## src/rtl/led_trail_pwm.sv

```systemverilog
// led_trail_pwm: turns an N-bit on/off LED pattern into PWM-driven LEDs with a
// linear afterglow. Build macro LED_ACTIVE_LOW_EN inverts led_out (idle = all ones).
module led_trail_pwm #(
   parameter int N         = 8,
   parameter int W         = 4,
   parameter int DECAY_DIV = 20000
) (
   input  logic         clk,
   input  logic         rst,
   input  logic [N-1:0] pattern_in,
   output logic [N-1:0] led_out,
   output logic         busy
);

   localparam logic [W-1:0]  MAX        = {W{1'b1}};
   localparam logic [W-1:0]  PWM_LAST   = MAX - 1'b1;
   localparam int            PW         = (DECAY_DIV > 1) ? $clog2(DECAY_DIV) : 1;
   localparam logic [PW-1:0] PRESC_LAST = PW'(DECAY_DIV - 1);

`ifdef LED_ACTIVE_LOW_EN
   localparam logic [N-1:0] LED_POL = {N{1'b1}};
`else
   localparam logic [N-1:0] LED_POL = {N{1'b0}};
`endif

   logic [N-1:0]  sync1;
   logic [N-1:0]  sync2;
   logic [W-1:0]  pwm_cnt;
   logic [PW-1:0] presc;
   logic          decay_tick;
   logic [W-1:0]  bright [N];
   logic [N-1:0]  lit;
   logic          any_bright;

   // pattern_in is asynchronous to clk: two flops per bit before any use.
   // NOTE: sequential state is always assigned with <= so every flop samples pre-edge values.
   always_ff @(posedge clk) begin
      if (rst) begin
         sync1 <= '0;
         sync2 <= '0;
      end else begin
         sync1 <= pattern_in;
         sync2 <= sync1;
      end
   end

   always_ff @(posedge clk) begin
      if (rst)                      pwm_cnt <= '0;
      else if (pwm_cnt == PWM_LAST) pwm_cnt <= '0;
      else                          pwm_cnt <= pwm_cnt + 1'b1;
   end

   always_ff @(posedge clk) begin
      if (rst)                      presc <= '0;
      else if (presc == PRESC_LAST) presc <= '0;
      else                          presc <= presc + 1'b1;
   end

   assign decay_tick = (presc == PRESC_LAST);

   // Reload has priority over decay; decay saturates at zero.
   // NOTE: the brightness array is small register state, so it is reset explicitly with a loop.
   always_ff @(posedge clk) begin
      if (rst) begin
         for (int i = 0; i < N; i++) bright[i] <= '0;
      end else begin
         for (int i = 0; i < N; i++) begin
            if (sync2[i])
               bright[i] <= MAX;
            else if (decay_tick && (bright[i] != '0))
               bright[i] <= bright[i] - 1'b1;
         end
      end
   end

   // NOTE: every always_comb output gets a default first, so no latch can be inferred.
   always_comb begin
      lit        = '0;
      any_bright = 1'b0;
      for (int i = 0; i < N; i++) begin
         lit[i]     = (pwm_cnt < bright[i]);
         any_bright = any_bright | (bright[i] != '0);
      end
   end

   always_ff @(posedge clk) begin
      if (rst) begin
         led_out <= LED_POL;
         busy    <= 1'b0;
      end else begin
         led_out <= lit ^ LED_POL;
         busy    <= any_bright;
      end
   end

endmodule

```

## config.mk

```make
export PLATFORM = sky130hd
export DESIGN_NAME = led_trail_pwm
export DESIGN_NICKNAME = d
export VERILOG_FILES = /design/src/rtl/led_trail_pwm.sv
export SDC_FILE = /design/constraint.sdc
export NUM_CORES = 1
export LEC_CHECK = 0
export CAP_MARGIN = 20
export CORE_UTILIZATION = 40
export CTS_BUF_LIST = sky130_fd_sc_hd__clkbuf_4 sky130_fd_sc_hd__clkbuf_8 sky130_fd_sc_hd__clkbuf_16
export DETAILED_ROUTE_END_ITERATION = 16
export GPL_ROUTABILITY_DRIVEN = 0
export GPL_TIMING_DRIVEN = 0
export PLACE_DENSITY_LB_ADDON = 0.08
export SKIP_LAST_GASP = 1
export SYNTH_ARGS = -nofsm -noshare
export SYNTH_HDL_FRONTEND = slang
export SYNTH_SLANG_ARGS = --single-unit
```

## constraint.sdc

```tcl
create_clock -name clk -period 2.4 [get_ports clk]
set_clock_uncertainty 0.15 [all_clocks]
set_input_delay 0.36 -clock clk [delete_from_list [all_inputs] [get_ports clk]]
set_output_delay 0.36 -clock clk [all_outputs]
set_load 0.03 [all_outputs]
```

* Yosys cells after proc, flatten, opt, wreduce, memory -nomap -nowiden
Memories as Yosys holds them, arrays and structs flattened.
Index checks and enable logic that the tools add are counted.
** Word-level totals
- Flip-flop bits (word level) :: 44
- Bits in writable memories :: 32
- Input bits :: 10
- Output and inout port bits :: 9
- Logic and storage cells :: 142
- Memories kept :: 1
** Operators by class
- Add/sub/neg operators :: 10
- Magnitude comparators :: 8
- Equality and inequality tests :: 2
- Muxes and demuxes :: 74
- Bitwise logic cells :: 23
- Reduce and logical (&&, ||, !) cells :: 18
** Memories
- bright :: words 8, width 4, read ports 8, clocked after Yosys merged registers in 0, write ports 8, line 31 : logic [W-1:0] bright [N];
** Operators by type and width (count)
- two-way mux 4 bit :: 16
- two-way mux 1 bit :: 58
- < comparator 4 bit :: 8
- nonzero test 4 bit :: 8
- subtractor 4 x 1 -> 4 bit, second input constant :: 8
- OR 1 bit :: 23
- adder 15 x 1 -> 15 bit, second input constant :: 1
- equality test 15 bit, second input constant :: 1
- logical AND 1 bit :: 8
- adder 4 x 1 -> 4 bit, second input constant :: 1
- equality test 4 bit, second input constant :: 1
- OR reduction 2 bit :: 2

* Longest topological paths before layout
Gate-level depths: netlist of the first run.
- Word-level depth :: 8
- Depth in mapped cells :: 8

* Worst setup path after synthesis of the first run
No wires, ideal clock.
- Kind :: reg-to-reg
- From :: register presc[0]
- To :: memory bright[3][0], in the netlist bright[0][12], enable pin
- Library setup time :: 0.307 ns
- Data arrival time :: 1.453 ns
- Data required time :: 1.943 ns
- Slack :: 0.489 ns
- Stages on the path, launching flop included :: 9
- Period minus slack after synthesis :: 1.911 ns
- Cell sequence :: dfxtp_1 -> ha_1 -> and4_1 -> buf_4 -> and4_1 -> buf_6 -> buf_12 -> nand2_4 -> nand2_1
** RTL lines
- start, declared :: line 29 : logic [PW-1:0] presc;
- start signal, assigned :: line 56 : else presc <= presc + 1'b1;
- end, declared :: line 31

==> results of run 1 <==
-- path summary, 6_finish.rpt --
kind	start	end	slack, ns
worst max-delay path	rst	bright[0][10]	0.11
worst min-delay path	sync1[0]	sync2[0]	0.29
worst max register to register	presc[0]	bright[1][8]	0.24
worst min register to register	sync1[0]	sync2[0]	0.29
-- layout make-up --
cell class	count	area, sq um
fill	862	4850
inverter	35	131
multi-input combinational	253	1830
clock buffer	12	170
timing repair buffer	18	180
clock inverter	4	68.8
tap	129	161
buffer	14	90.1
sequential	76	1840
-- cells in the final DEF (no fill, tap or decap), drive strengths merged, types with 5 or more instances in the layout --
cell and instances:
nor2b 16, and3 6, a31oi 5, a21o 16, xnor2 9, edfxtp 32, nor2 35, nor3 10
buf 6, xor2 19, nand2 13, o31ai 18, a21oi 12, ha 35, inv 35, clkdlybuf4s50 18
dfxtp 44, nand4 7, nand3 12, a211oi 8, nand2b 15, clkbuf 20
-- power by group through the flow --
stage                     Combinational, mW  Sequential, mW  Clock, mW
after CTS                             0.379            1.48       1.19
after global placement                0.370            1.51          0
final                                 0.374            1.48       1.16
after floorplan                       0.231            1.53          0
after detailed placement              0.376            1.51          0
after global routing                  0.422            1.49       1.24
-- cells by family (layout without fill, tap and decap cells) --
logic type / after synthesis / count (layout)
simple gates: 124 / 124
flops: 76 / 76
compound gates: 65 / 65
buf+inv: 49 / 83
fa+ha+maj: 35 / 35
xor+xnor: 28 / 28
mux: 1 / 1
-- Yosys cell counts (2+ instances only) --
| cell | instances |
|---|---|
| a211oi_1 | 8 |
| a21o_1 | 16 |
| a21oi_1 | 12 |
| a31oi_1 | 5 |
| and3_1 | 5 |
| and4_1 | 4 |
| buf_6 | 2 |
| clkbuf_1 | 8 |
| dfxtp_1 | 44 |
| edfxtp_1 | 32 |
| ha_1 | 35 |
| inv_1 | 35 |
| nand2_1 | 11 |
| nand2_4 | 2 |
| nand2b_1 | 15 |
| nand3_1 | 12 |
| nand4_1 | 7 |
| nor2_1 | 35 |
| nor2b_1 | 16 |
| nor3_1 | 10 |
| o21ai_0 | 4 |
| o31ai_1 | 16 |
| o31ai_2 | 2 |
| xnor2_1 | 9 |
| xor2_1 | 19 |
-- metrics by stage --
step                      setup TNS, ns   util  instances  cell area (sq um)  setup slack [ns]
after floorplan                       0      -        378               3890             0.489
after global placement           -10.94  0.454        525               4240            -0.377
after detailed placement         -10.04  0.454        525               4240            -0.368
after CTS                             0  0.480        541               4470            0.0137
after global routing                  0  0.480        541               4480           0.00283
final                                 0  0.480        541               4480             0.107
-- sequential cells by signal, summed over array words and instances, names as in the netlist --
name     flops
sync1        8
presc       15
led_out      8
sync2        8
pwm_cnt      4
bright      32
busy         1
-- layer usage --
layer / up-vias / global-route usage / share of wire
met5: - / 0 / 0
met4: 0 / 0.0769 / 0.018
met3: 13 / 0.0312 / 0.023
met2: 32 / 0.299 / 0.48
met1: 1266 / 0.222 / 0.48
li1: 1383 / - / -
==> impl_results.md, run 1 <==
- Final ANT Viol Nets: 0
- Vias: 2694
- # DRC: 0
- Register share of total power: 0.492
- Net switching power: 0.732 mW
- Tcrit/Tclk final: 0.955
- Reg clk slew, reported paths: 0.07 ns
- Max transition margin: 0.567
- Syn_nets: 423
- CTS Buffer Depth: 2
- Post-synth EDFFs: 32
- Tmin final: 2.29 ns
- Crit Path Class: in2reg
- Worst Hold Class: reg2reg
- I/O pins: 19
- DR vias/cell: 4.98
- Top delay family on crit path: buffers and inverters
- Post CTS Setup Buffer Count: 0
- Final setup vio count: 0
- P per Cell Area: 673 mW/mm^2
- Syn Std Cell Area: 0.00389 sq mm
- Worst slew pin tran: 0.649 ns
- Int Pwr: 2.28 mW
- FP Rows: 35
- Crit-path cells: clkdlybuf4s50_1, clkbuf_1, clkbuf_1, nor2_1, nand2_1
- Worst hold slack: 0.289 ns
- Post-Synth Simple-Gate Area: 0.176
- Status: complete, no violations
- Largest fanout on the critical path: 10
- Largest area contributor in the netlist: edfxtp_1
- Die extent in x: 101 um
- Switching share of total power: 0.243
- Nets: 452
- R2R depth: 5
- Wirelength per Cell: 14.8 um
- Slowest CP cell: clkbuf_1
- First-pass GRT wire length: 13300 um
- Area Overhead vs Synth: 14.9%
- Clock sinks: 76
- Cell variety after synth: 39
- Synth top area cells: edfxtp_1, dfxtp_1, ha_1
- Synth Area per Inst: 10.3 sq um
- Worst hold path cell count: 1
- Post-Syn Instances: 378
- Total wire length: 8020 um
- #FFs+latches synth: 76
- Port bufs: 18
- Die Y: 101 um
- WP buf/inv: 3
- Critical Path End Type: flip-flop
- Startpoint Class: input port
- Sequential area share after synthesis: 0.473
- Leakage: 1.90 nW
- Max rail drop VDD: 0.285 mV
- Warnings from Yosys: 0
- Worst endpoint required time: 2.30 ns
- Largest family of logic cells by synthesized area: simple AND/OR/NAND/NOR gates
- Overall Global Routing Usage: 0.177
- Post-synth ARST share: 0
- Compound-Gate Fraction of Synth Area: 0.117
- Main synth FF type: dfxtp_1
- DP Wirelength: 5660 um
- Pwr Total: 3.01 mW
- Initial antenna violation count: 0
- Largest net degree at the start of global routing: 13
- Arrival @ worst endpoint: 2.19 ns
- Worst skew pair latency: 0.35 ns
- Final Hold Fails: 0
- DRT Pass-1 Iters: 4
- Cts hold-fix bufs: 0
- RSZ-0062 raised after global routing: no
- Part of the power in the clock network: 0.384
- # diodes: 0
- Slowest stage delay, CP: 0.56 ns
- CTS-repair resized insts: 0
- Initial cell density of the core: 0.417
- Root buffer cell: clkbuf_8
- Max Clk Rate: 0.436 GHz
- Post-synthesis mux area share: 0.00257
- Die area: 0.0101 sq mm
- Post-Synth XOR/XNOR Area: 0.0630
- Yosys top cell area share: 0.247
- WP depth: 5
- Logic gate share of total power: 0.124
- CTS tree: yes
- CTS H-tree depth: 3
- Max_cap viols: 0
- Core Area: 0.00933 sq mm
- Max-slew violation count: 0
- Post-Synth Adder-Cell Area: 0.112
- Fraction of layout cells with a size suffix above 1: 0.0704
- Starting DRT DRC Count: 92
- Number of global-route vias before repair: 2683
- GRT Residual Overflow: 0
- TritonCTS buffer count: 9
- Most used cell, CP: clkbuf_1
No activity file was read; power rests on OpenSTA's default activity.
==> run 2: changes to the inputs <==
CORE_MARGIN = 4   (was not set)
==> impl_results.md, run 2 (same netlist as run 1, synthesis figures left out) <==
- Status: complete, no violations
- Fraction of layout cells with a size suffix above 1: 0.0752
- Max reg flops: 32
- Slowest CP cell: o21ai_0
- CTS Buffer Depth: 2
- Die extent in x: 107 um
- Max rail drop VDD: 0.258 mV
- Largest register by flop count: bright
- Max_cap viols: 0
- Root buffer cell: clkbuf_8
- Max transition margin: 0.577
- GRT Residual Overflow: 0
- Most frequent cells in the layout: dfxtp_1, inv_1, nor2_1, ha_1, edfxtp_1
- # DRC: 0
- I/O pins: 19
- Worst endpoint required time: 2.23 ns
- Die area: 0.0114 sq mm
- Port bufs: 18
- Max-slew violation count: 0
- Worst slew pin tran: 0.633 ns
- Cts hold-fix bufs: 0
- Total wire length: 7810 um
- Max Clk Rate: 0.459 GHz
- Area Overhead vs Synth: 14.4%
- DP Wirelength: 5600 um
- RSZ-0062 raised after global routing: no
- Post CTS Setup Buffer Count: 0
- Fill cell count: 919
- CTS-repair resized insts: 0
- Final Hold Fails: 0
- Slowest stage delay, CP: 0.54 ns
- Tmin final: 2.18 ns
- Die Y: 107 um
- Pwr Total: 2.89 mW
- Clock sinks: 76
- Overall Global Routing Usage: 0.149
- Leakage: 1.90 nW
- Biggest regs: bright x32, presc x15
- Final setup vio count: 0
- Register Area: 0.00184 sq mm
- Critical Path End Type: flip-flop
- Crit Path Class: reg2reg
- Startpoint Class: flip-flop
- Starting DRT DRC Count: 85
- P per Cell Area: 650 mW/mm^2
- DR vias/cell: 5.03
- Largest fanout on the critical path: 8
- Core Area: 0.00937 sq mm
- DRT Pass-1 Iters: 4
- Worst Hold Class: reg2reg
- CTS H-tree depth: 3
- Number of global-route vias before repair: 2641
- Reg clk slew, reported paths: 0.07 ns
- Tcrit/Tclk final: 0.908
- Wirelength per Cell: 14.4 um
- FP Rows: 35
- Initial antenna violation count: 0
- TritonCTS buffer count: 9
- CTS tree: yes
- Largest net degree at the start of global routing: 13
- Crit-path cells: ha_1, and4_1, buf_4, nand4_1, o21ai_0
- Most common cell after layout, fill and taps aside: dfxtp_1
- First-pass GRT wire length: 13300 um
- Final ANT Viol Nets: 0
- Footprint of the multi-input gates: 0.00183 sq mm
- # diodes: 0
- Initial cell density of the core: 0.415
- Worst skew pair latency: 0.35 ns
- Nets: 452
- Arrival @ worst endpoint: 2.02 ns
- Vias: 2720
- Final TNS setup: 0 ns
- Worst hold slack: 0.288 ns
==> run 2: cell count changes in the layout (fill, tap and decap cells not counted), sizes merged <==
cell    change
bufinv      -1
clkinv      +1
==> run 2: cell type report <==
cell class,count,share of cell area
Multi-Input combinational cell,253,0.411
Clock buffer,12,0.0382
Sequential cell,76,0.414
Inverter,35,0.0295
Timing Repair Buffer,18,0.0405
Tap cell,129,0.0362
Buffer,14,0.0205
Clock inverter,4,0.0101
==> run 2: through the flow <==
| stage | std cells | util | worst slack (ns) | area, sq um |
|---|---|---|---|---|
| after detailed placement | 525 | 0.452 | -0.305 | 4240 |
| final | 541 | 0.475 | 0.220 | 4450 |
| after CTS | 541 | 0.475 | 0.0670 | 4450 |
| after floorplan | 378 | - | 0.489 | 3890 |
| after global routing | 541 | 0.475 | 0.0347 | 4450 |
| after global placement | 525 | 0.452 | -0.320 | 4240 |
==> run 2: final timing paths <==
kind / startpoint / to / slack, ns / depth (start not counted)
min reg2reg: sync1[0] / sync2[0] / 0.29 / 1
max reg2reg: presc[0] / bright[1][14] / 0.22 / 5
max: presc[0] / bright[1][14] / 0.22 / 5
min: sync1[0] / sync2[0] / 0.29 / 1
==> run 2: critical path: cells and delay by family, from the launching register on <==
family,cells,cell delay [ns]
AOI/OAI and AO/OA,1,0.54
adders and majority gates,1,0.22
buffers and inverters,1,0.15
DFF,1,0.39
and+or+nand+nor,2,0.36
==> run 2: report_power, final <==
part | switching, mW | total [mW] | leakage [nW] | internal, mW
combinational | 0.201 | 0.373 | 1.09 | 0.172
clock | 0.459 | 1.04 | 0.115 | 0.578
sequential | 0.0595 | 1.48 | 0.690 | 1.42
total | 0.720 | 2.89 | 1.90 | 2.17
==> run 2: per-layer routing <==
metal | vias to the layer above | wire length [um] | global-route usage
li1 | 1385 | - | -
met1 | 1281 | 3750 | 0.199
met2 | 44 | 3700 | 0.241
met3 | 10 | 257 | 0.0295
met4 | 0 | 108 | 0.0493
met5 | - | 0 | 0
